--- src/rtl/tx_arb_pkg.sv ---
// Shared types and constants for the transmit-channel address arbiter.
package tx_arb_pkg;

    // Arbiter sequencing states.
    typedef enum logic [1:0] {
        IDLE      = 2'd0,
        LAUNCH    = 2'd1,
        WAIT_ACK  = 2'd2,
        WAIT_DONE = 2'd3
    } arb_state_t;

    // Default channel address width.
    localparam int ADDR_W_DEF = 11;

endpackage

--- src/rtl/rr_picker.sv ---
// Combinational round-robin picker: the first set request at or after
// ptr_i (wrapping) wins. Reports whether any request won, the one-hot
// winner and its index.
module rr_picker #(
    parameter int NUM_REQ = 4,
    parameter int PTR_W   = $clog2(NUM_REQ)
) (
    input  logic [NUM_REQ-1:0] req_i,
    input  logic [PTR_W-1:0]   ptr_i,
    output logic               valid_o,
    output logic [NUM_REQ-1:0] winner_o,
    output logic [PTR_W-1:0]   idx_o
);

    int               k;
    logic [PTR_W-1:0] kk;

    // Walk the requests starting at the pointer; the first hit is kept.
    always_comb begin
        valid_o  = 1'b0;
        winner_o = '0;
        idx_o    = '0;
        k        = 0;
        kk       = '0;
        for (int i = 0; i < NUM_REQ; i++) begin
            k = int'(ptr_i) + i;
            if (k >= NUM_REQ) begin
                k = k - NUM_REQ;
            end
            kk = PTR_W'(k);
            if (!valid_o && req_i[kk]) begin
                valid_o      = 1'b1;
                winner_o[kk] = 1'b1;
                idx_o        = kk;
            end
        end
    end

endmodule

--- src/rtl/tx_addr_arbiter.sv ---
// Round-robin arbiter that shares one transmit/receive channel between
// NUM_REQ requesters. It launches the winner's address with a one-cycle
// start pulse, follows the channel's active-low ready through accept
// (ready rises) and completion (ready falls), then pulses done to the winner.
// Optional feature macro: TX_ARB_TIMEOUT_EN -- bounds each wait state to
// TIMEOUT cycles and reports an expired wait with an err pulse.
// Handshake: a requester holds req high until it sees its done or err
// pulse; grant stays high from launch until the transaction ends.
module tx_addr_arbiter
    import tx_arb_pkg::*;
#(
    parameter int NUM_REQ = 4,
    parameter int ADDR_W  = ADDR_W_DEF,
    parameter int TIMEOUT = 255
) (
    input  logic                      clock,
    input  logic                      reset,
    input  logic [NUM_REQ-1:0]        req,
    input  logic [NUM_REQ*ADDR_W-1:0] req_addr,
    output logic [NUM_REQ-1:0]        grant,
    output logic [NUM_REQ-1:0]        done,
    output logic [NUM_REQ-1:0]        err,
    output logic                      start,
    output logic [ADDR_W-1:0]         address_bus,
    input  logic                      ready,
    output logic                      busy
);

    localparam int PTR_W = $clog2(NUM_REQ);

    arb_state_t           state_q, state_d;
    logic [PTR_W-1:0]     ptr_q, ptr_d;
    logic [NUM_REQ-1:0]   grant_q, grant_d;
    logic [NUM_REQ-1:0]   done_q, done_d;
    logic                 start_q, start_d;
    logic [ADDR_W-1:0]    addr_q, addr_d;
    logic                 busy_q, busy_d;

    logic                 pick_valid;
    logic [NUM_REQ-1:0]   pick_onehot;
    logic [PTR_W-1:0]     pick_idx;
    logic [ADDR_W-1:0]    win_addr;
    logic [PTR_W-1:0]     ptr_next;

`ifdef TX_ARB_TIMEOUT_EN
    localparam int CNT_W = $clog2(TIMEOUT + 1);
    logic [CNT_W-1:0]     cnt_q, cnt_d;
    logic [NUM_REQ-1:0]   err_q, err_d;
`endif

    rr_picker #(
        .NUM_REQ (NUM_REQ),
        .PTR_W   (PTR_W)
    ) u_picker (
        .req_i    (req),
        .ptr_i    (ptr_q),
        .valid_o  (pick_valid),
        .winner_o (pick_onehot),
        .idx_o    (pick_idx)
    );

    // Select the winner's address slice and the pointer just past it.
    always_comb begin
        win_addr = '0;
        for (int i = 0; i < NUM_REQ; i++) begin
            if (pick_onehot[i]) begin
                win_addr = req_addr[i*ADDR_W +: ADDR_W];
            end
        end
        ptr_next = (pick_idx == PTR_W'(NUM_REQ - 1)) ? '0 : pick_idx + PTR_W'(1);
    end

    // Next-state and registered-output logic of the sequencer.
    always_comb begin
        state_d = state_q;
        ptr_d   = ptr_q;
        grant_d = grant_q;
        done_d  = '0;
        start_d = 1'b0;
        addr_d  = addr_q;
`ifdef TX_ARB_TIMEOUT_EN
        err_d   = '0;
        cnt_d   = cnt_q;
`endif
        case (state_q)
            IDLE: begin
                // Launch only while the channel reports idle.
                if (pick_valid && !ready) begin
                    state_d = LAUNCH;
                    grant_d = pick_onehot;
                    start_d = 1'b1;
                    addr_d  = win_addr;
                    ptr_d   = ptr_next;
                end
            end
            LAUNCH: begin
                state_d = WAIT_ACK;
`ifdef TX_ARB_TIMEOUT_EN
                cnt_d   = '0;
`endif
            end
            WAIT_ACK: begin
                if (ready) begin
                    state_d = WAIT_DONE;
`ifdef TX_ARB_TIMEOUT_EN
                    cnt_d   = '0;
                end else if (cnt_q == CNT_W'(TIMEOUT - 1)) begin
                    err_d   = grant_q;
                    grant_d = '0;
                    addr_d  = '0;
                    state_d = IDLE;
                end else begin
                    cnt_d   = cnt_q + CNT_W'(1);
`endif
                end
            end
            WAIT_DONE: begin
                if (!ready) begin
                    done_d  = grant_q;
                    grant_d = '0;
                    addr_d  = '0;
                    state_d = IDLE;
`ifdef TX_ARB_TIMEOUT_EN
                end else if (cnt_q == CNT_W'(TIMEOUT - 1)) begin
                    err_d   = grant_q;
                    grant_d = '0;
                    addr_d  = '0;
                    state_d = IDLE;
                end else begin
                    cnt_d   = cnt_q + CNT_W'(1);
`endif
                end
            end
            default: begin
                state_d = IDLE;
                grant_d = '0;
                addr_d  = '0;
            end
        endcase
        busy_d = (state_d != IDLE);
    end

    // State and output registers; reset aborts any transaction silently.
    always_ff @(posedge clock) begin
        if (reset) begin
            state_q <= IDLE;
            ptr_q   <= '0;
            grant_q <= '0;
            done_q  <= '0;
            start_q <= 1'b0;
            addr_q  <= '0;
            busy_q  <= 1'b0;
`ifdef TX_ARB_TIMEOUT_EN
            cnt_q   <= '0;
            err_q   <= '0;
`endif
        end else begin
            state_q <= state_d;
            ptr_q   <= ptr_d;
            grant_q <= grant_d;
            done_q  <= done_d;
            start_q <= start_d;
            addr_q  <= addr_d;
            busy_q  <= busy_d;
`ifdef TX_ARB_TIMEOUT_EN
            cnt_q   <= cnt_d;
            err_q   <= err_d;
`endif
        end
    end

    assign grant       = grant_q;
    assign done        = done_q;
    assign start       = start_q;
    assign address_bus = addr_q;
    assign busy        = busy_q;
`ifdef TX_ARB_TIMEOUT_EN
    assign err         = err_q;
`else
    assign err         = '0;
`endif

endmodule

--- config.mk ---
export PLATFORM = sky130hd
export DESIGN_NAME = tx_addr_arbiter
export DESIGN_NICKNAME = d
export VERILOG_FILES = /design/src/rtl/tx_arb_pkg.sv /design/src/rtl/rr_picker.sv /design/src/rtl/tx_addr_arbiter.sv
export SDC_FILE = /design/constraint.sdc
export NUM_CORES = 1
export LEC_CHECK = 0
export ABC_AREA = 1
export ABC_CLOCK_PERIOD_IN_PS = 4450
export CAP_MARGIN = 10
export CORE_ASPECT_RATIO = 0.8
export CORE_UTILIZATION = 49
export CTS_BUF_LIST = sky130_fd_sc_hd__clkbuf_8
export CTS_CLUSTER_DIAMETER = 150
export DETAILED_ROUTE_END_ITERATION = 8
export PLACE_DENSITY = 0.88
export SETUP_SLACK_MARGIN = 0.3
export SLEW_MARGIN = 10
export SYNTH_ARGS = -nofsm -noshare
export SYNTH_HDL_FRONTEND = slang
export SYNTH_SLANG_ARGS = --single-unit
--- constraint.sdc ---
create_clock -name clock -period 4.45 [get_ports clock]
set_input_delay 1.335 -clock clock [delete_from_list [all_inputs] [get_ports clock]]
set_output_delay 1.335 -clock clock [all_outputs]
set_load 0.01 [all_outputs]
**Yosys cells after proc, flatten, opt, wreduce, memory -nomap -nowiden**

Cells that the tools add are included.
W data, S select, Z words.

- $lt $le $gt $ge: 12
- $add $sub $neg: 8
- Muxes and demuxes: 48
- Equal/unequal tests: 6
- Bitwise logic cells: 5
- Reductions and logical operators: 19

Operators with widths:

| cell | number |
|---|---|
| $mux W11 | 6 |
| $mux W2 | 12 |
| $mux W4 | 6 |
| $pmux W11 S2 | 1 |
| $mux W1 | 13 |
| $lt A2 B3 Y1 const B | 4 |
| $or A4 B4 Y4 | 3 |
| $ge A3 B3 Y1 const B | 3 |
| $bmux W1 S2 | 4 |
| $demux W1 S2 | 4 |
| $ge A2 B1 Y1 const B | 4 |
| $logic_and A1 B1 Y1 | 8 |
| $pmux W2 S4 | 1 |
| $pmux W4 S2 | 1 |
| $sub A2 B1 Y2 const B | 4 |
| $add A2 B2 Y3 const B | 2 |
| $eq A2 B2 Y1 const B | 3 |
| $logic_not A1 Y1 | 4 |
| $ne A2 B2 Y1 const B | 2 |
| $reduce_bool A2 Y1 | 2 |
| $add A2 B1 Y3 const B | 1 |
| $ge A2 B3 Y1 const B | 1 |
| $reduce_and A3 Y1 | 1 |
| $reduce_or A3 Y1 | 1 |
| other kinds (6) | 7 |

- Register bits after elaboration: 25
- Input bits: 51
- Output and inout bits: 25

**Longest topological paths before layout**

Gate-level depths: netlist of run 1.

- Word-level depth: 20
- Depth in mapped cells: 17
- Mapped depth without buffers: 16

**Hierarchy**

From an unflattened synthesis of run 1, not the netlist that was laid out.

- Cell total of the unflattened synthesis: 305
- Area total of the unflattened synthesis: 1919.3 um2

Modules (own cells, without submodules):

| module | area each (um2) | instances | cells each |
|---|---|---|---|
| tx_addr_arbiter | 1478.9 | 1 | 231 |
| rr_picker | 440.4 | 1 | 74 |

**Worst setup path after synthesis of run 1**

Ideal clock, no wire load.

- Path type: in2reg
- Start point: in req[3]
- End point: reg addr_q[10], in the netlist address_bus[10]
- Data required time: 4.308 ns
- Arrival: 2.427 ns
- Stages: 14
- Buffers on the path: 1
- Setup time: 0.142 ns
- Slack: 1.881 ns
- Path through: inv_1 -> nand2_1 -> nand3_4 -> nand2_8 -> inv_2 -> nand2_1 -> nor2_2 -> nand2_1 -> nand3_2 -> buf_4 -> a21oi_1 -> nand2_1 -> nand2_1 -> a21oi_2

- Longest elaborated chain between the ends: 18
- Elaborated cells on any way between the ends: 34
- Classes of those cells: 1 x eq/ne; 22 x mux; 3 x bitwise; 8 x reduce/logical

Ends and longest elaborated chain:

| what | RTL line | RTL |
|---|---|---|
| start, declared | tx_addr_arbiter.sv:18 | `input logic [NUM_REQ-1:0] req,` |
| $bmux W1 S2 | rr_picker.sv:31 | `if (!valid_o && req_i[kk]) begin` |
| $mux W1 (not written as such) | rr_picker.sv:31 |  |
| $mux W1 | rr_picker.sv:31 |  |
| $logic_not A1 Y1 | rr_picker.sv:31 |  |
| $logic_and A1 B1 Y1 | rr_picker.sv:31 |  |
| $mux W1 | rr_picker.sv:31 |  |
| $logic_not A1 Y1 | rr_picker.sv:31 |  |
| $logic_and A1 B1 Y1 | rr_picker.sv:31 |  |
| $mux W1 | rr_picker.sv:31 |  |
| $logic_not A1 Y1 | rr_picker.sv:31 |  |
| $logic_and A1 B1 Y1 | rr_picker.sv:31 |  |
| $mux W4 | rr_picker.sv:31 |  |
| $mux W11 (4 in series) | tx_addr_arbiter.sv:66 | `if (pick_onehot[i]) begin` |
| $mux W11 | tx_addr_arbiter.sv:88 | `if (pick_valid && !ready) begin` |
| $pmux W11 S2 | tx_addr_arbiter.sv:85 | `case (state_q)` |
| end signal, assigned | tx_addr_arbiter.sv:163 | `addr_q <= addr_d;` |
| end, declared | tx_addr_arbiter.sv:36 | `logic [ADDR_W-1:0] addr_q, addr_d;` |

Several ways; a longest one is shown, not always the timed one. The select of a mux whose other input is x is not followed.
A chain may end at the register's enable or synchronous reset.

**Worst setup path in the final report of run 1**

- Start point: in req[3]
- End point: reg addr_q[6], in the netlist address_bus[6]

The elaborated chain is that of the path after synthesis.

==> results of run 1 <==
==> through the flow <==
| step | total power (W) | instance area (um2) | setup WS (ns) | hold WS (ns) |
|---|---|---|---|---|
| final | 0.00186 | 2720 | 1.28 | 0.467 |
| after global routing | 0.00204 | 2720 | 1.07 | 0.488 |
| after CTS | 0.00185 | 2720 | 1.28 | 0.469 |
| after detailed placement | 0.00171 | 2670 | 0.996 | 0.454 |
| after global placement | 0.00168 | 2670 | 1.06 | 0.436 |
| after floorplan | 0.00149 | 2010 | 1.88 | 0.465 |
==> worst max path at each step <==
| stage | start | to | slack (ns) | cells past startpoint |
|---|---|---|---|---|
| after floorplan | req[3] | address_bus[10] | 1.88 | 14 |
| after global placement | req[3] | address_bus[6] | 1.06 | 15 |
| after detailed placement | req[3] | address_bus[6] | 1.0 | 14 |
| after CTS | req[3] | address_bus[6] | 1.28 | 14 |
| after global routing | req[3] | address_bus[6] | 1.07 | 15 |
| final | req[3] | address_bus[6] | 1.28 | 14 |
==> cells in the mapped netlist, types with 3 or more instances <==
library cell / instances
nand2_2: 6
nand2_1: 87
inv_1: 44
a21oi_2: 11
a21oi_1: 17
nor2_1: 20
ha_1: 7
inv_2: 3
buf_4: 8
nand3_1: 30
nand2_4: 3
dfxtp_1: 25
nand3_2: 4
nand4_1: 4
buf_6: 4
o21ai_0: 7
==> registers in the layout, indices dropped and copies added, names as in the netlist, named ones only <==
name,cells
state_q,2
done,4
start,1
busy,1
address_bus,11
grant,4
ptr_q,1
==> layer usage <==
| layer | track usage (%) | vias to the layer above |
|---|---|---|
| li1 | - | 1066 |
| met1 | 33.6 | 925 |
| met2 | 41.0 | 62 |
| met3 | 4.59 | 4 |
| met4 | 4.95 | 0 |
| met5 | 0 | - |
==> where the power goes <==
group	internal [W]	switching [W]
combinational	0.000488	0.000909
sequential	0.000274	0.0000550
clock	0.0000634	0.0000722
total	0.000826	0.00104
==> area by class of cell <==
class | instances | area [um2]
Clock inverter | 1 | 7.51
Fill cell | 342 | 1130
Inverter | 49 | 191
Timing Repair Buffer | 72 | 718
Sequential cell | 25 | 500
Clock buffer | 3 | 41.3
Tap cell | 55 | 68.8
Multi-Input combinational cell | 217 | 1190
==> worst reg2reg max path: stages (launching register included) <==
cell,delay [ns]
dfxtp_1,0.67
inv_6,0.12
ha_1,0.40
inv_1,0.14
nand3_1,0.09
nand2_1,0.13
inv_1,0.13
nand4_1,0.13
nand3_2,0.26
inv_2,0.27
nand3_1,0.11
nand2_1,0.09
nand2_1,0.09
a21oi_2,0.11
==> cells in the final DEF (no fill, tap or decap), drive strengths merged <==
cell type      Yosys  final
xor2               1      1
clkbuf             2      3
a211oi             1      1
o211ai             1      1
nand3             36     36
inv               49     49
o21ai              7      7
ha                 7      7
dfxtp             25     25
buf               14      1
nor2              24     24
or2                1      1
nand4              4      4
a21oi             28     28
a21boi             4      4
conb               1      4
clkdlybuf4s50      0     71
clkinvlp           0      1
nand2             97     97
nor3               1      1
nand3b             1      1
==> logic make-up after synthesis <==
| family | synth area share, % |
|---|---|
| compound gates | 13.1 |
| xor+xnor | 0.439 |
| fa+ha+maj | 4.39 |
| buf+inv | 15.7 |
| flops | 25.1 |
| other cells | 0.188 |
| simple gates | 41.1 |
==> results.json, run 1 <==
{
  "dpl.hpwl_um": 3970,
  "holdPathStages": 2,
  "ctsResizeCount": 0,
  "start_util_pct": 51.8,
  "ctsHoldBuffers": 0,
  "worst-path-buf-inv": 3,
  "port_buffers": 71,
  "insertion_delay_ns": 0.27,
  "power.density_nw_per_um2": 685,
  "drt_first_iter_violations": 116,
  "arrival_ns": 3.34,
  "tightest_slew_ns": 0.546,
  "peakVddDrop_mv": 0.327,
  "placedCellCount": 418,
  "clk_path_buf_depth": 2,
  "areaGrowthSynthToFinish_pct": 36.3,
  "num_rows": 20,
  "diodes": 0,
  "grt_setup_unrepaired": "no",
  "ant_nets": 0,
  "synth_area_leader_cell": "dfxtp_1",
  "min_period_ns": 3.17,
  "synthArstFlopShare_pct": 0,
  "post_cts_buffers": 0,
  "slew_viol_final": 0,
  "wl_met3_um": 228,
  "hold_viol": 0,
  "yosys-top-cells-area": "dfxtp_1, nand2_1, inv_1",
  "ys_seq_elements": 25,
  "post-route-util_pct": 70.6,
  "rr_worst_depth": 13,
  "seq_area_frac_synth_pct": 25.1,
  "drt_wl_total_um": 5050,
  "crit_chain": "clkdlybuf4s50_1 -> inv_1 -> nand2_1 -> nand3_4 -> nand2_8 -> inv_2 -> nand2_1 -> nor2_2 -> nand2_1 -> nand3_2 -> a21oi_1 -> nand2_1 -> nand2_1 -> a21oi_2",
  "fin_skew_ns": 0.00220,
  "chipHeight_um": 59.1,
  "synth_cells": 304,
  "core_area_um2": 3850,
  "cp_slowest_cell": "clkdlybuf4s50_1",
  "cts.sinks": 25,
  "track_usage_pct": 24.6,
  "via_count": 2057,
  "gp_congestion": 0.978,
  "route.met2.wl_um": 2390,
  "r2r_end": "address_bus[6]",
  "cts-root-buf": "clkbuf_8",
  "cts_tree": "built",
  "drive_gt1_share_pct": 11.4,
  "clkSlewWorstSetupHoldPaths_ns": 0.09,
  "grt_max_degree": 24,
  "dieWidth_um": 73.4,
  "boundaryPins": 76,
  "max_stage_delay_ns": 0.52,
  "first_pass_iters": 4,
  "setup_viol": 0,
  "die_area_um2": 4330,
  "worstHoldPathType": "flop to flop",
  "crit_type": "input pin to flop",
  "grt_pass1_vias": 1800,
  "period_share_pct": 71.3,
  "yosysWarnings": 0,
  "h-tree-depth": 1,
  "drv_cap": 0,
  "r2r_slack_ns": 1.67,
  "cp_top_family": "simple AND/OR/NAND/NOR gates",
  "holdCritStartpoint": "grant[2]",
  "setup-tns-final_ns": 0,
  "antenna_found_initial": 0,
  "cts_buffers": 3,
  "grt_pass1_wl_um": 8220,
  "syn_area_um2": 2000,
  "nets": 426,
  "cpMostUsedCell": "nand2_1",
  "avgSynthCellArea_um2": 6.56,
  "critPathLaunchType": "input pin",
  "required_ns": 4.61,
  "synth_cell_types": 34,
  "netlist.area_leader.share_pct": 25.1,
  "drc": 0,
  "dr.max_layer_used": "met4",
  "final_cells": 422,
  "end_kind": "flop",
  "grt-ovfl-total": 0,
  "max_freq_ghz": 0.315,
  "leakage_nw": 1.27,
  "wl_met1_um": 2360,
  "slew_headroom_pct": 63.5,
  "synth_top_flop_cell": "dfxtp_1",
  "status": "complete, no violations",
  "wl_per_cell_um": 12.0,
  "holdPathEnd": "done[2]",
  "synth_edf_count": 0,
  "cp_max_fo": 23,
  "vias_per_cell": 4.87
}
Power figures use the tool's default switching activity.
==> run 2, diff against run 1 <==
--- a/config.mk
+++ b/config.mk
@@ -6,14 +6,14 @@
 export NUM_CORES = 1
 export LEC_CHECK = 0
 export ABC_AREA = 1
-export ABC_CLOCK_PERIOD_IN_PS = 4450
+export ABC_CLOCK_PERIOD_IN_PS = 3000
 export CAP_MARGIN = 10
 export CORE_ASPECT_RATIO = 0.8
-export CORE_UTILIZATION = 49
+export CORE_UTILIZATION = 46
 export CTS_BUF_LIST = sky130_fd_sc_hd__clkbuf_8
 export CTS_CLUSTER_DIAMETER = 150
 export DETAILED_ROUTE_END_ITERATION = 8
-export PLACE_DENSITY = 0.88
+export PLACE_DENSITY = 0.83
 export SETUP_SLACK_MARGIN = 0.3
 export SLEW_MARGIN = 10
 export SYNTH_ARGS = -nofsm -noshare
==> constraint.sdc (replaced) <==
create_clock -name clock -period 3 [get_ports clock]
set_input_delay 0.9 -clock clock [delete_from_list [all_inputs] [get_ports clock]]
set_output_delay 0.9 -clock clock [all_outputs]
set_load 0.01 [all_outputs]
==> results.json, run 2 (synthesis gave the netlist of run 1 again) <==
{
  "status": "complete, no violations",
  "place_area_um2": 2720,
  "boundaryPins": 76,
  "grt_max_degree": 24,
  "drv_cap": 0,
  "grt_pass1_vias": 1710,
  "peakVddDrop_mv": 0.530,
  "nets": 430,
  "worstHoldPathType": "flop to flop",
  "grt_pass1_wl_um": 7800,
  "insertion_delay_ns": 0.27,
  "start_util_pct": 47.8,
  "drive_gt1_share_pct": 12.7,
  "crit_type": "input pin to flop",
  "grt-ovfl-total": 0,
  "track_usage_pct": 22.2,
  "port_buffers": 71,
  "post-route-util_pct": 67.2,
  "setup_slack_ns": 0.429,
  "dpl.hpwl_um": 3850,
  "holdPathStages": 2,
  "ant_nets": 0,
  "power.density_nw_per_um2": 1070,
  "layout_commonest_cell": "nand2_1",
  "multi_input_area_um2": 1220,
  "drt_wl_total_um": 4980,
  "setup-tns-final_ns": 0,
  "diodes": 0,
  "h-tree-depth": 1,
  "preCtsSetupSlack_ns": 0.0177,
  "required_ns": 3.16,
  "dieWidth_um": 75.6,
  "chipHeight_um": 60.9,
  "cts_tree": "built",
  "antenna_found_initial": 0,
  "r2r_slack_ns": 0.56,
  "end_kind": "flop",
  "arrival_ns": 2.73,
  "setup_viol": 0,
  "die_area_um2": 4610,
  "min_period_ns": 2.57,
  "clk_path_buf_depth": 2,
  "wl_per_cell_um": 11.6,
  "tightest_slew_ns": 0.510,
  "final_cell_mix": "nand2_1, clkdlybuf4s50_1, inv_1",
  "cts.sinks": 25,
  "slew_viol_final": 0,
  "cts-root-buf": "clkbuf_8",
  "hold_viol": 0,
  "largest_register_ffs": 11,
  "fin_skew_ns": 0.00703,
  "stdcell_area_um2": 2810,
  "max_freq_ghz": 0.389,
  "rr_worst_depth": 13,
  "period_share_pct": 85.7,
  "first_pass_iters": 4,
  "areaGrowthSynthToFinish_pct": 40.7,
  "core_area_um2": 4180,
  "leakage_nw": 1.30,
  "ctsHoldBuffers": 0,
  "vias_per_cell": 4.80,
  "grt_setup_unrepaired": "yes",
  "filler_cell_count": 346,
  "via_count": 2056,
  "num_rows": 21,
  "slew_headroom_pct": 65.9,
  "seq_area_um2": 500,
  "drt_first_iter_violations": 131,
  "cts_buffers": 3,
  "drc": 0,
  "critPathLaunchType": "input pin",
  "hold_slack_ns": 0.473,
  "gp_congestion": 0.910,
  "clkSlewWorstSetupHoldPaths_ns": 0.09,
  "cp_max_fo": 12
}
-- run 2: changes by cell type in the layout (fill, tap and decap cells not counted), sizes merged --
cell,delta
buf,+4
-- run 2: cell type report --
class	instances	area share, %
clock buffers	3	1.47
clock inverters	1	0.267
inverters	49	6.91
multi-input cells	217	43.4
flip-flops and latches	25	17.8
well taps	57	2.54
repair buffers	76	27.5
-- run 2: final timing paths --
| check | startpoint | to |
|---|---|---|
| max | req[3] | address_bus[3] |
| min | grant[0] | done[0] |
| max reg2reg | ptr_q[1] | address_bus[3] |
| min reg2reg | grant[0] | done[0] |
-- run 2: power breakdown --
group / internal (W) / switching [W] / leakage, nW / total (W)
combinational: 0.000887 / 0.00145 / 1.08 / 0.00234
sequential: 0.000407 / 0.0000570 / 0.204 / 0.000464
clock: 0.0000940 / 0.000105 / 0.0217 / 0.000199
-- run 2: what timing repair did --
action | 4_1_cts | 5_1_grt
buffers inserted | 0 | 1
endpoints found under the setup margin | 4 | 12
resized for setup | 1 | 6
pin swaps | 0 | 1
endpoints found under the hold margin | 0 | 0
-- run 2: layer usage --
layer  global-route usage [%]  share of wire (%)
met4                     4.23               0.94
met3                     2.99                5.8
met1                     32.3                 47
met2                     35.5                 46
met5                        0                  0
-- run 2: critical path: stages --
cell	delay, ns
clkdlybuf4s50_1	0.51
inv_1	0.06
nand2_1	0.10
nand3_4	0.12
nand2_8	0.13
inv_2	0.04
nand2_1	0.09
nor2_4	0.06
nand2_1	0.07
nand3_2	0.26
nand3_1	0.19
nand2_1	0.06
nand2_1	0.08
a21oi_2	0.05
-- run 2: stage by stage --
stage | cells | total power, W
detailed placement | 423 | 0.00272
finish | 428 | 0.00300
global route | 428 | 0.00327
CTS | 427 | 0.00293
global placement | 423 | 0.00268
floorplan | 307 | 0.00220
